===== src/rtl/multicycle_controller.sv =====
`default_nettype none
// multicycle_controller: sequencing FSM and datapath control for a multicycle RV32I core.
// Revision: 1.0
module multicycle_controller #(
  parameter logic [3:0] RESET_STATE = 4'd0
) (
  input  logic        clk,
  input  logic        reset,
  input  logic [31:0] Instr,
  input  logic        Zero,
  input  logic        Carry,
  input  logic        Referee,
  input  logic        mem_ready,
  output logic        PCWrite,
  output logic        AdrSrc,
  output logic        MemWrite,
  output logic        IRWrite,
  output logic        RegWrite,
  output logic [1:0]  ResultSrc,
  output logic [1:0]  ALUSrcA,
  output logic [1:0]  ALUSrcB,
  output logic [3:0]  ALUControl,
  output logic [2:0]  ImmSrc,
  output logic        retire,
  output logic        illegal_instr,
  output logic [3:0]  state
);

  localparam logic [6:0] OP_LOAD   = 7'b0000011;
  localparam logic [6:0] OP_STORE  = 7'b0100011;
  localparam logic [6:0] OP_RTYPE  = 7'b0110011;
  localparam logic [6:0] OP_ITYPE  = 7'b0010011;
  localparam logic [6:0] OP_BRANCH = 7'b1100011;
  localparam logic [6:0] OP_JAL    = 7'b1101111;
  localparam logic [6:0] OP_JALR   = 7'b1100111;
  localparam logic [6:0] OP_LUI    = 7'b0110111;
  localparam logic [6:0] OP_AUIPC  = 7'b0010111;

  localparam logic [3:0] ALU_ADD   = 4'b0000;
  localparam logic [3:0] ALU_SUB   = 4'b0001;
  localparam logic [3:0] ALU_AND   = 4'b0010;
  localparam logic [3:0] ALU_OR    = 4'b0011;
  localparam logic [3:0] ALU_XOR   = 4'b0100;
  localparam logic [3:0] ALU_SLT   = 4'b0101;
  localparam logic [3:0] ALU_SLTU  = 4'b0110;
  localparam logic [3:0] ALU_SLL   = 4'b0111;
  localparam logic [3:0] ALU_SRL   = 4'b1000;
  localparam logic [3:0] ALU_SRA   = 4'b1001;
  localparam logic [3:0] ALU_PASSB = 4'b1010;

  typedef enum logic [3:0] {
    S_FETCH    = 4'd0,
    S_DECODE   = 4'd1,
    S_MEMADR   = 4'd2,
    S_MEMREAD  = 4'd3,
    S_MEMWB    = 4'd4,
    S_MEMWRITE = 4'd5,
    S_EXECR    = 4'd6,
    S_EXECI    = 4'd7,
    S_ALUWB    = 4'd8,
    S_BRANCH   = 4'd9,
    S_JAL      = 4'd10,
    S_JALR     = 4'd11,
    S_JLINK    = 4'd12,
    S_EXECU    = 4'd13,
    S_TRAP     = 4'd14
  } state_t;

  state_t     r_state;
  logic [6:0] w_op;
  logic [2:0] w_f3;
  logic       w_cond;
  logic [3:0] w_alu_exec;
  logic       w_pcwrite, w_memwrite, w_irwrite, w_regwrite, w_retire, w_illegal;
  logic       w_unused;

  assign w_op     = Instr[6:0];
  assign w_f3     = Instr[14:12];
  assign w_unused = ^{Instr[31], Instr[29:15], Instr[11:7]};

  always_ff @(posedge clk) begin
    if (reset) begin
      r_state <= state_t'(RESET_STATE);
    end else begin
      case (r_state)
        S_FETCH:    if (mem_ready) r_state <= S_DECODE;
        S_DECODE: begin
          case (w_op)
            OP_LOAD, OP_STORE: r_state <= S_MEMADR;
            OP_RTYPE:          r_state <= S_EXECR;
            OP_ITYPE:          r_state <= S_EXECI;
            OP_BRANCH:         r_state <= S_BRANCH;
            OP_JAL:            r_state <= S_JAL;
            OP_JALR:           r_state <= S_JALR;
            OP_LUI, OP_AUIPC:  r_state <= S_EXECU;
            default:           r_state <= S_TRAP;
          endcase
        end
        S_MEMADR:   r_state <= w_op[5] ? S_MEMWRITE : S_MEMREAD;
        S_MEMREAD:  if (mem_ready) r_state <= S_MEMWB;
        S_MEMWRITE: if (mem_ready) r_state <= S_FETCH;
        S_MEMWB, S_ALUWB, S_BRANCH:                r_state <= S_FETCH;
        S_EXECR, S_EXECI, S_JAL, S_JLINK, S_EXECU: r_state <= S_ALUWB;
        S_JALR:     r_state <= S_JLINK;
        default:    r_state <= S_TRAP;
      endcase
    end
  end

  always_comb begin
    w_cond = 1'b0;
    case (w_f3)
      3'b000:  w_cond = Zero;
      3'b001:  w_cond = ~Zero;
      3'b100:  w_cond = Referee;
      3'b101:  w_cond = ~Referee;
      3'b110:  w_cond = ~Carry;
      3'b111:  w_cond = Carry;
      default: w_cond = 1'b0;
    endcase
  end

  // Only R-type can subtract; I-type bit 30 is part of the immediate.
  always_comb begin
    w_alu_exec = ALU_ADD;
    case (w_f3)
      3'b000:  w_alu_exec = (w_op[5] && Instr[30]) ? ALU_SUB : ALU_ADD;
      3'b001:  w_alu_exec = ALU_SLL;
      3'b010:  w_alu_exec = ALU_SLT;
      3'b011:  w_alu_exec = ALU_SLTU;
      3'b100:  w_alu_exec = ALU_XOR;
      3'b101:  w_alu_exec = Instr[30] ? ALU_SRA : ALU_SRL;
      3'b110:  w_alu_exec = ALU_OR;
      default: w_alu_exec = ALU_AND;
    endcase
  end

  always_comb begin
    case (w_op)
      OP_STORE:         ImmSrc = 3'b001;
      OP_BRANCH:        ImmSrc = 3'b010;
      OP_JAL:           ImmSrc = 3'b011;
      OP_LUI, OP_AUIPC: ImmSrc = 3'b100;
      default:          ImmSrc = 3'b000;
    endcase
  end

  always_comb begin
    w_pcwrite  = 1'b0;
    w_memwrite = 1'b0;
    w_irwrite  = 1'b0;
    w_regwrite = 1'b0;
    w_retire   = 1'b0;
    w_illegal  = 1'b0;
    AdrSrc     = 1'b0;
    ResultSrc  = 2'b00;
    ALUSrcA    = 2'b00;
    ALUSrcB    = 2'b00;
    ALUControl = ALU_ADD;
    case (r_state)
      S_FETCH: begin
        ALUSrcB   = 2'b10;
        ResultSrc = 2'b10;
        w_irwrite = mem_ready;
        w_pcwrite = mem_ready;
      end
      S_DECODE: begin
        ALUSrcA = 2'b01;
        ALUSrcB = 2'b01;
      end
      S_MEMADR: begin
        ALUSrcA = 2'b10;
        ALUSrcB = 2'b01;
      end
      S_MEMREAD: AdrSrc = 1'b1;
      S_MEMWB: begin
        ResultSrc  = 2'b01;
        w_regwrite = 1'b1;
        w_retire   = 1'b1;
      end
      S_MEMWRITE: begin
        AdrSrc     = 1'b1;
        w_memwrite = 1'b1;
        w_retire   = mem_ready;
      end
      S_EXECR, S_EXECI: begin
        ALUSrcA    = 2'b10;
        ALUSrcB    = (r_state == S_EXECI) ? 2'b01 : 2'b00;
        ALUControl = w_alu_exec;
      end
      S_ALUWB: begin
        w_regwrite = 1'b1;
        w_retire   = 1'b1;
      end
      S_BRANCH: begin
        ALUSrcA    = 2'b10;
        ALUControl = ALU_SUB;
        w_retire   = 1'b1;
        w_pcwrite  = w_cond;
      end
      S_JAL: begin
        ALUSrcA   = 2'b01;
        ALUSrcB   = 2'b10;
        w_pcwrite = 1'b1;
      end
      S_JALR: begin
        ALUSrcA   = 2'b10;
        ALUSrcB   = 2'b01;
        ResultSrc = 2'b10;
        w_pcwrite = 1'b1;
      end
      S_JLINK: begin
        ALUSrcA = 2'b01;
        ALUSrcB = 2'b10;
      end
      S_EXECU: begin
        ALUSrcB = 2'b01;
        if (w_op == OP_LUI) ALUControl = ALU_PASSB;
        else                ALUSrcA    = 2'b01;
      end
      S_TRAP:  w_illegal = 1'b1;
      default: ;
    endcase
  end

  assign PCWrite       = w_pcwrite  & ~reset;
  assign MemWrite      = w_memwrite & ~reset;
  assign IRWrite       = w_irwrite  & ~reset;
  assign RegWrite      = w_regwrite & ~reset;
  assign retire        = w_retire   & ~reset;
  assign illegal_instr = w_illegal  & ~reset;
  assign state         = r_state;

endmodule
`default_nettype wire


===== config.mk =====
export PLATFORM = sky130hd
export DESIGN_NAME = multicycle_controller
export DESIGN_NICKNAME = d
export VERILOG_FILES = /design/src/rtl/multicycle_controller.sv
export SDC_FILE = /design/constraint.sdc
export NUM_CORES = 1
export LEC_CHECK = 0
export CAP_MARGIN = 10
export CORE_UTILIZATION = 34
export DETAILED_ROUTE_END_ITERATION = 10
export GPL_TIMING_DRIVEN = 0
export PLACE_DENSITY_LB_ADDON = 0.3
export SETUP_SLACK_MARGIN = 0.02
export SYNTH_ARGS = -nofsm -noshare
export SYNTH_HDL_FRONTEND = slang
export SYNTH_SLANG_ARGS = --single-unit

===== constraint.sdc =====
create_clock -name clk -period 1.9 [get_ports clk]
set_input_delay 0.285 -clock clk [delete_from_list [all_inputs] [get_ports clk]]
set_output_delay 0.285 -clock clk [all_outputs]
set_load 0.1 [all_outputs]

# After elaboration in Yosys (flattened, before gate mapping)
# Index checks and enable logic that the tools add are counted.
# W data, S select, Z words.
[op_classes] add_sub_neg=0 mul=0 div=0 order_cmp=0 eq_ne=33 n_shift=0 mux=25 bitwise_logic=10 reduce_logical=17
[ops] op="$pmux W4 S7" count=2
[ops] op="$pmux W4 S8" count=1
[ops] op="$eq A4 B4 Y1 const B" count=7
[ops] op="$eq A7 B6 Y1 const B" count=3
[ops] op="$eq A7 B7 Y1 const B" count=3
[ops] op="$eq A4 B3 Y1 const B" count=4
[ops] op="$mux W4" count=4
[ops] op="$eq A7 B5 Y1 const B" count=2
[ops] op="$reduce_or A2 Y1" count=7
[ops] op="$eq A3 B3 Y1 const B" count=4
[ops] op="$pmux W2 S3" count=2
[ops] op="$pmux W3 S4" count=1
[ops] op="$pmux W4 S3" count=1
[ops] op="$reduce_or A5 Y1" count=2
[ops] op="$mux W1" count=9
[ops] op="$reduce_or A3 Y1" count=3
[ops] op="$eq A4 B2 Y1 const B" count=2
[ops] op="$eq A7 B2 Y1 const B" count=1
[ops] op="$and A1 B1 Y1" count=6
[ops] op="$eq A3 B2 Y1 const B" count=2
[ops] op="$ne A2 B2 Y1 const B" count=3
[ops] op="$pmux W1 S6" count=1
[ops] op="$eq A4 B1 Y1 const B" count=1
[ops] op="$logic_not A4 Y1" count=1
[ops] op="10 further kinds" count=13
[totals] regBits=4 latchBits=0 mem_bits_rw=0 romBits=0 input_bits=38 output_inout_bits=24 wordCells=86 n_memories=0

# Logic depth before layout (Yosys ltp)
# Gate-level depths: netlist of the first run.
[depth] word_depth=4 depth_mapped=6 depth_no_buf=4

# Worst setup path after synthesis of the first run
# Ideal clock, no wire load.
[synth_path] path_kind="register -> output" from="register r_state[3] (netlist: state[3])" to="output illegal_instr" t_arrival_ns=4.749 t_required_ns=1.615 setup_slack_ns=-3.134 path_stages_with_launch=5 n_path_buf=2 path_cell_list="dfxtp_1 -> buf_2 -> buf_1 -> nand2_1 -> nor4b_1"
[synth_via] elab_chain_len=3
[synth_rtl] element="start: declaration" line="69" rtl="state_t r_state;"
[synth_rtl] element="start signal: assignment" line="83" rtl="r_state <= state_t'(RESET_STATE);"
[synth_rtl] element="start signal: assignment" line="99" rtl="S_MEMADR: r_state <= w_op[5] ? S_MEMWRITE : S_MEMREAD;"
[synth_rtl] element="$eq A4 B4 Y1" line="160" rtl="case (r_state)"
[synth_rtl] element="$mux W1" line="160"
[synth_rtl] element="$and A1 B1 Y1" line="231" rtl="assign illegal_instr = w_illegal & ~reset;"
[synth_rtl] element="end: declaration" line="25" rtl="output logic illegal_instr,"
# No other way between the ends.

# Worst setup path in the final report of the first run
[layout_path] from="register r_state[1] (netlist: state[1])" to="output ALUSrcB[0]"
[layout_via] elab_chain_len=3 elab_cells_between_ends=14 classes_between="eq/ne (8); mux (2); reduce/logical (4)"
[layout_rtl] element="$eq A4 B4 Y1 (tied with other cells)" line="160"
[layout_rtl] element="$reduce_or A4 Y1 (no line) (tied with other cells)"
[layout_rtl] element="$pmux W2 S3 (*)" line="160"
[layout_rtl] element="end: declaration" line="21" rtl="output logic [1:0] ALUSrcB,"
# Every way passes the cells marked *; elsewhere a longest branch is shown, timed or not.

==> impl_metrics.yaml, run 1 <==
sta:
  skew_ps: 0.652
  worst_slew_pin_slew_ps: 964
  max_freq_mhz: 530
  rsz0062_at_grt: "yes"
  min_period_over_period_pct: 99.2
  maxSlewViolCount: 0
  period_needed_ps: 1890
  setup_viol: 0
  finalHoldViolations: 0
  slew_headroom_pct: 36.0
die:
  die_area_mm2: 0.00266
  die_y_um: 51.6
  initial_core_util_pct: 36.8
  die_w_um: 51.6
  pin_count: 62
  row_count: 17
  core_area_mm2: 0.00228
global_route:
  gr-usage-all-layers_pct: 24.8
  grt_remaining_overflow: 0
  grt_max_degree: 11
  grt_antenna_before_repair: 0
  grt_pass1_wl_um: 5050
  grt_pass1_vias: 1060
drt:
  first_pass_iters: 4
  detail_route.vias_per_cell: 5.95
  drtIter0Drc: 44
  final_antenna_net_count: 0
  drc: 0
  routedWlPerCell_um: 16.8
  vias: 1208
  finalWirelength_um: 3410
job:
  maxCapViolations: 0
clock_network:
  cts_tree: "done"
  cts_root_buf: "clkbuf_4"
  clock_latency_ps: 240
  htree_levels: 1
  holdBufCountCts: 0
  clkTransAtPathRegs_ps: 40
  clock_sinks: 4
  cts_buffer_depth: 2
  numCtsBuffers: 3
critical_path:
  start_kind: "flop"
  cp_max_fo: 7
  arrival_ps: 1600
  worst-path-buf-inv: 1
  crit_family: "simple AND/OR/NAND/NOR gates"
  end_kind: "output pin"
  critical_path_class: "reg -> out"
  slowest_delay_ps: 400
  crit_chain: "nor2b_1, or3_4, nand2_2, a22o_4, buf_12"
  cp_data_required_time_ps: 1620
  cp_slowest_cell: "dfxtp_4"
final_layout:
  area_growth_pct: 110
  drive_above_1_share_pct: 56.0
  diodes: 0
  fin_util_pct: 77.1
  largest_reg_flops: 4
  layout.nets: 215
  fillCellCount: 159
place:
  dp.final_hpwl_um: 2340
  port_buffers: 37
  globalplace.congestion: 0.822
synthesis:
  synth_cells: 126
  ys_types: 42
  ys_seq_area_share_pct: 9.57
  synth_fp_nets: 164
  yosys_warnings: 0
  synth_area_um2: 837
  synth_area_leader_cell: "dfxtp_1"
  yosys-top-cells-area: "dfxtp_1 (9.6%), nor2b_1 (6.7%), nor3_1 (5.4%)"
  synth-seq-cells: 4
  post-synth-top-area-fraction_pct: 9.57
  postSynthAreaPerCell_um2: 6.64
status:
  status: "finished clean"
min_path:
  hold_path_class: "in -> reg"
## logic make-up (layout without fill, tap and decap cells)
group | Yosys count | after routing | synth area share (%)
AOI/OAI and AO/OA | 37 | 37 | 30.0
xor gates and xnor gates | 4 | 4 | 4.18
buffers and inverters | 15 | 64 | 7.77
DFF | 4 | 4 | 9.57
muxes | 2 | 2 | 2.39
and+or+nand+nor | 64 | 64 | 46.0
## metal layers
layer  share of wire (%)  global-route usage (%)  vias up
li1                    -                       -      567
met1                  40                    31.7      570
met2                  53                    46.1       65
met3                 5.3                    2.63        6
met4                 1.6                    1.35        0
met5                   0                       0        -
## path summary, 6_finish.rpt
path                                         endpoint                   from  depth (start not counted)  slack (ps)
worst max-delay path                       ALUSrcB[0]  state[1]$_SDFFE_PP0P_                          5          10
worst min-delay path            state[1]$_SDFFE_PP0P_                  reset                          2         480
worst max register to register  state[1]$_SDFFE_PP0P_  state[3]$_SDFFE_PP0P_                          6         390
worst min register to register  state[2]$_SDFFE_PP0P_  state[0]$_SDFFE_PP0P_                          4         720
## through the flow
| step | hold slack [ps] | setup TNS, ps | cell area, um2 | setup slack, ps | std cells |
|---|---|---|---|---|---|
| finish | 481 | 0 | 1750 | 14.3 | 203 |
| global route | 484 | -61.8 | 1750 | -44.4 | 203 |
| CTS | 490 | 0 | 1650 | 20.9 | 196 |
| detailed placement | 668 | -16620 | 1600 | -1360 | 191 |
| global placement | 668 | -16150 | 1600 | -1320 | 191 |
| floorplan | 475 | -4340 | 1190 | -728 | 126 |
## placed cells by master, fill, tap and decap left out, drive strengths merged, types with 3 or more instances in the layout
cell / synthesis / routed
nor4: 3 / 3
nor2b: 10 / 10
or3: 4 / 4
inv: 4 / 4
dfxtp: 4 / 4
nand2b: 3 / 3
o21ai: 9 / 9
dlygate4sd2: 0 / 8
nor2: 9 / 9
xnor2: 4 / 4
buf: 7 / 40
o31a: 3 / 3
clkbuf: 4 / 8
nand3: 4 / 4
nand2: 11 / 11
nor4b: 3 / 3
a21oi: 7 / 7
a31oi: 5 / 5
o41ai: 3 / 3
nor3: 9 / 9
## Yosys cell counts, drive strengths merged
| library cell | instances |
|---|---|
| clkbuf | 4 |
| a31o | 1 |
| mux2i | 2 |
| xnor2 | 4 |
| dfxtp | 4 |
| nand3b | 1 |
| o21a | 2 |
| nor4 | 3 |
| and2 | 1 |
| and4 | 2 |
| nor4b | 3 |
| a21o | 1 |
| nor2b | 10 |
| and4b | 1 |
| and3 | 2 |
| a21oi | 7 |
| nand2 | 11 |
| a211oi | 1 |
| o31ai | 1 |
| nor2 | 9 |
| o41ai | 3 |
| nor3 | 9 |
| buf | 7 |
| inv | 4 |
| nand3 | 4 |
| nand2b | 3 |
| a311o | 1 |
| and2b | 1 |
| a2111oi | 1 |
| a22oi | 1 |
| o31a | 3 |
| a22o | 1 |
| a31oi | 5 |
| o21ai | 9 |
| or3 | 4 |
## area by class of cell
| cell class | instances | area [um2] | share of cell area [%] |
|---|---|---|---|
| plain buffers | 11 | 151 | 8.63 |
| clock buffers | 3 | 22.5 | 1.28 |
| inverters | 4 | 15.0 | 0.856 |
| multi-input cells | 107 | 971 | 55.3 |
| flip-flops and latches | 4 | 95.1 | 5.42 |
| well taps | 28 | 35.0 | 2.00 |
| repair buffers | 46 | 464 | 26.5 |
## repair_timing
| item | CTS | global route |
|---|---|---|
| cloned | 0 | 1 |
| pin swaps | 9 | 1 |
| buffers inserted | 2 | 6 |
| resized for setup | 172 | 13 |
| setup endpoints to repair | 24 | 10 |
Power of run 1 is left out: the tool's default activity adds up to more than one toggle a clock period on the data nets, which glitch-free logic cannot reach.
==> run 2: changes to the inputs <==
PLACE_DENSITY = 0.92   (was not set)
PLACE_DENSITY_LB_ADDON = not set   (was 0.3)
==> run 2 against run 1 <==
  * Maximum frequency fell by 0.74%
  * Sequential cell count did not move
  * Die area did not move
  * Worst hold slack got worse by 31 ps
  * First-iteration DRC count fell by 20%
  * Sequential share of layout area barely moved
  * Setup slack got worse by 14 ps
  * Clock-buffer cell count did not move
  * Routed wire length fell by 1.9%
==> impl_metrics.yaml, run 2 (synthesis gave the netlist of run 1 again) <==
final_layout:
  layout.nets: 211
  fin_util_pct: 77.3
  final_cell_mix: "buf_4 (13), nand2_1 (8), buf_8 (7), buf_12 (7), dlygate4sd2_1 (7)"
  mostFrequentLayoutCell: "buf_4"
  largest_reg_flops: 4
  area_growth_pct: 110
  diodes: 0
  drive_above_1_share_pct: 56.7
critical_path:
  end_kind: "output pin"
  cp_data_required_time_ps: 1620
  arrival_ps: 1610
  critical_path_class: "reg -> out"
  start_kind: "flop"
  cp_max_fo: 10
place:
  port_buffers: 37
  dp.final_hpwl_um: 2370
  globalplace.congestion: 0.840
drt:
  finalWirelength_um: 3340
  drc: 0
  vias: 1222
  first_pass_iters: 4
  routedWlPerCell_um: 16.8
  drtIter0Drc: 35
  detail_route.vias_per_cell: 6.14
  final_antenna_net_count: 0
sta:
  worst_slew_pin_slew_ps: 959
  finalHoldViolations: 0
  whs_ps: 449
  setup_viol: 0
  period_needed_ps: 1900
  skew_ps: 11.0
  slew_headroom_pct: 36.3
  final.setup.tns_ps: 0
  max_freq_mhz: 526
  rsz0062_at_grt: "yes"
  maxSlewViolCount: 0
  min_period_over_period_pct: 100
global_route:
  grt_max_degree: 11
  met1_usage_pct: 30.1
  grt_remaining_overflow: 0
  grt_antenna_before_repair: 0
  gr-usage-all-layers_pct: 26.6
  grt-busiest-layer: "met2"
  grt_pass1_vias: 1173
  use_met3_pct: 3.22
  met2_usage_pct: 50.2
  grt_pass1_wl_um: 5380
clock_network:
  cts_root_buf: "clkbuf_4"
  numCtsBuffers: 3
  clock_latency_ps: 250
  clock_sinks: 4
  cts_buffer_depth: 2
  holdBufCountCts: 0
  htree_levels: 1
  clkTransAtPathRegs_ps: 40
  cts_tree: "done"
die:
  core_area_mm2: 0.00228
  die_area_mm2: 0.00266
  die_w_um: 51.6
  row_count: 17
  initial_core_util_pct: 36.8
  pin_count: 62
  die_y_um: 51.6
status:
  status: "finished clean"
job:
  maxCapViolations: 0
min_path:
  hold_path_class: "in -> reg"
-- run 2: what timing repair did --
item,CTS,global route
hold endpoints to repair,0,0
buffers inserted,5,0
endpoints found under the setup margin,24,11
pin swaps,8,2
resized for setup,183,14
-- run 2: metal layers --
metal | share of wire (%) | wire [um] | up-vias
li1 | - | - | 560
met1 | 38 | 1280 | 577
met2 | 53 | 1770 | 72
met3 | 5.9 | 196 | 13
met4 | 2.8 | 95 | 0
met5 | 0 | 0 | -
-- run 2: path summary, 6_finish.rpt --
check                                            from                     to  slack (ps)  cells past startpoint
worst max register to register  state[0]$_SDFFE_PP0P_  state[1]$_SDFFE_PP0P_         470                      4
worst max-delay path            state[3]$_SDFFE_PP0P_             ALUSrcA[0]         0.1                      6
worst min-delay path                         Instr[4]  state[2]$_SDFFE_PP0P_         450                      3
worst min register to register  state[2]$_SDFFE_PP0P_  state[1]$_SDFFE_PP0P_         730                      3
-- run 2: final cells by class --
cell class / instances / area (um2)
multi-input combinational: 107 / 1000
sequential: 4 / 95.1
timing repair buffer: 42 / 439
buffer: 11 / 151
clock buffer: 3 / 22.5
inverter: 4 / 15.0
tap: 28 / 35.0
fill: 156 / 517
-- run 2: stage by stage --
| step | instances | setup WS (ps) | instance area, um2 |
|---|---|---|---|
| after global placement | 191 | -1320 | 1600 |
| after detailed placement | 191 | -1340 | 1600 |
| after global routing | 199 | -30.6 | 1760 |
| after floorplan | 126 | -728 | 1190 |
| after CTS | 199 | -16.0 | 1710 |
| final | 199 | 0.130 | 1760 |
-- run 2: worst max-delay path, cell delays in order, from the launching register on --
cell and delay (ps):
dfxtp_4 350, buf_8 140, nor2b_4 220, nand2_2 130, a31oi_2 170, a311o_2 180, buf_12 180
Power of run 2 is left out for the same reason.
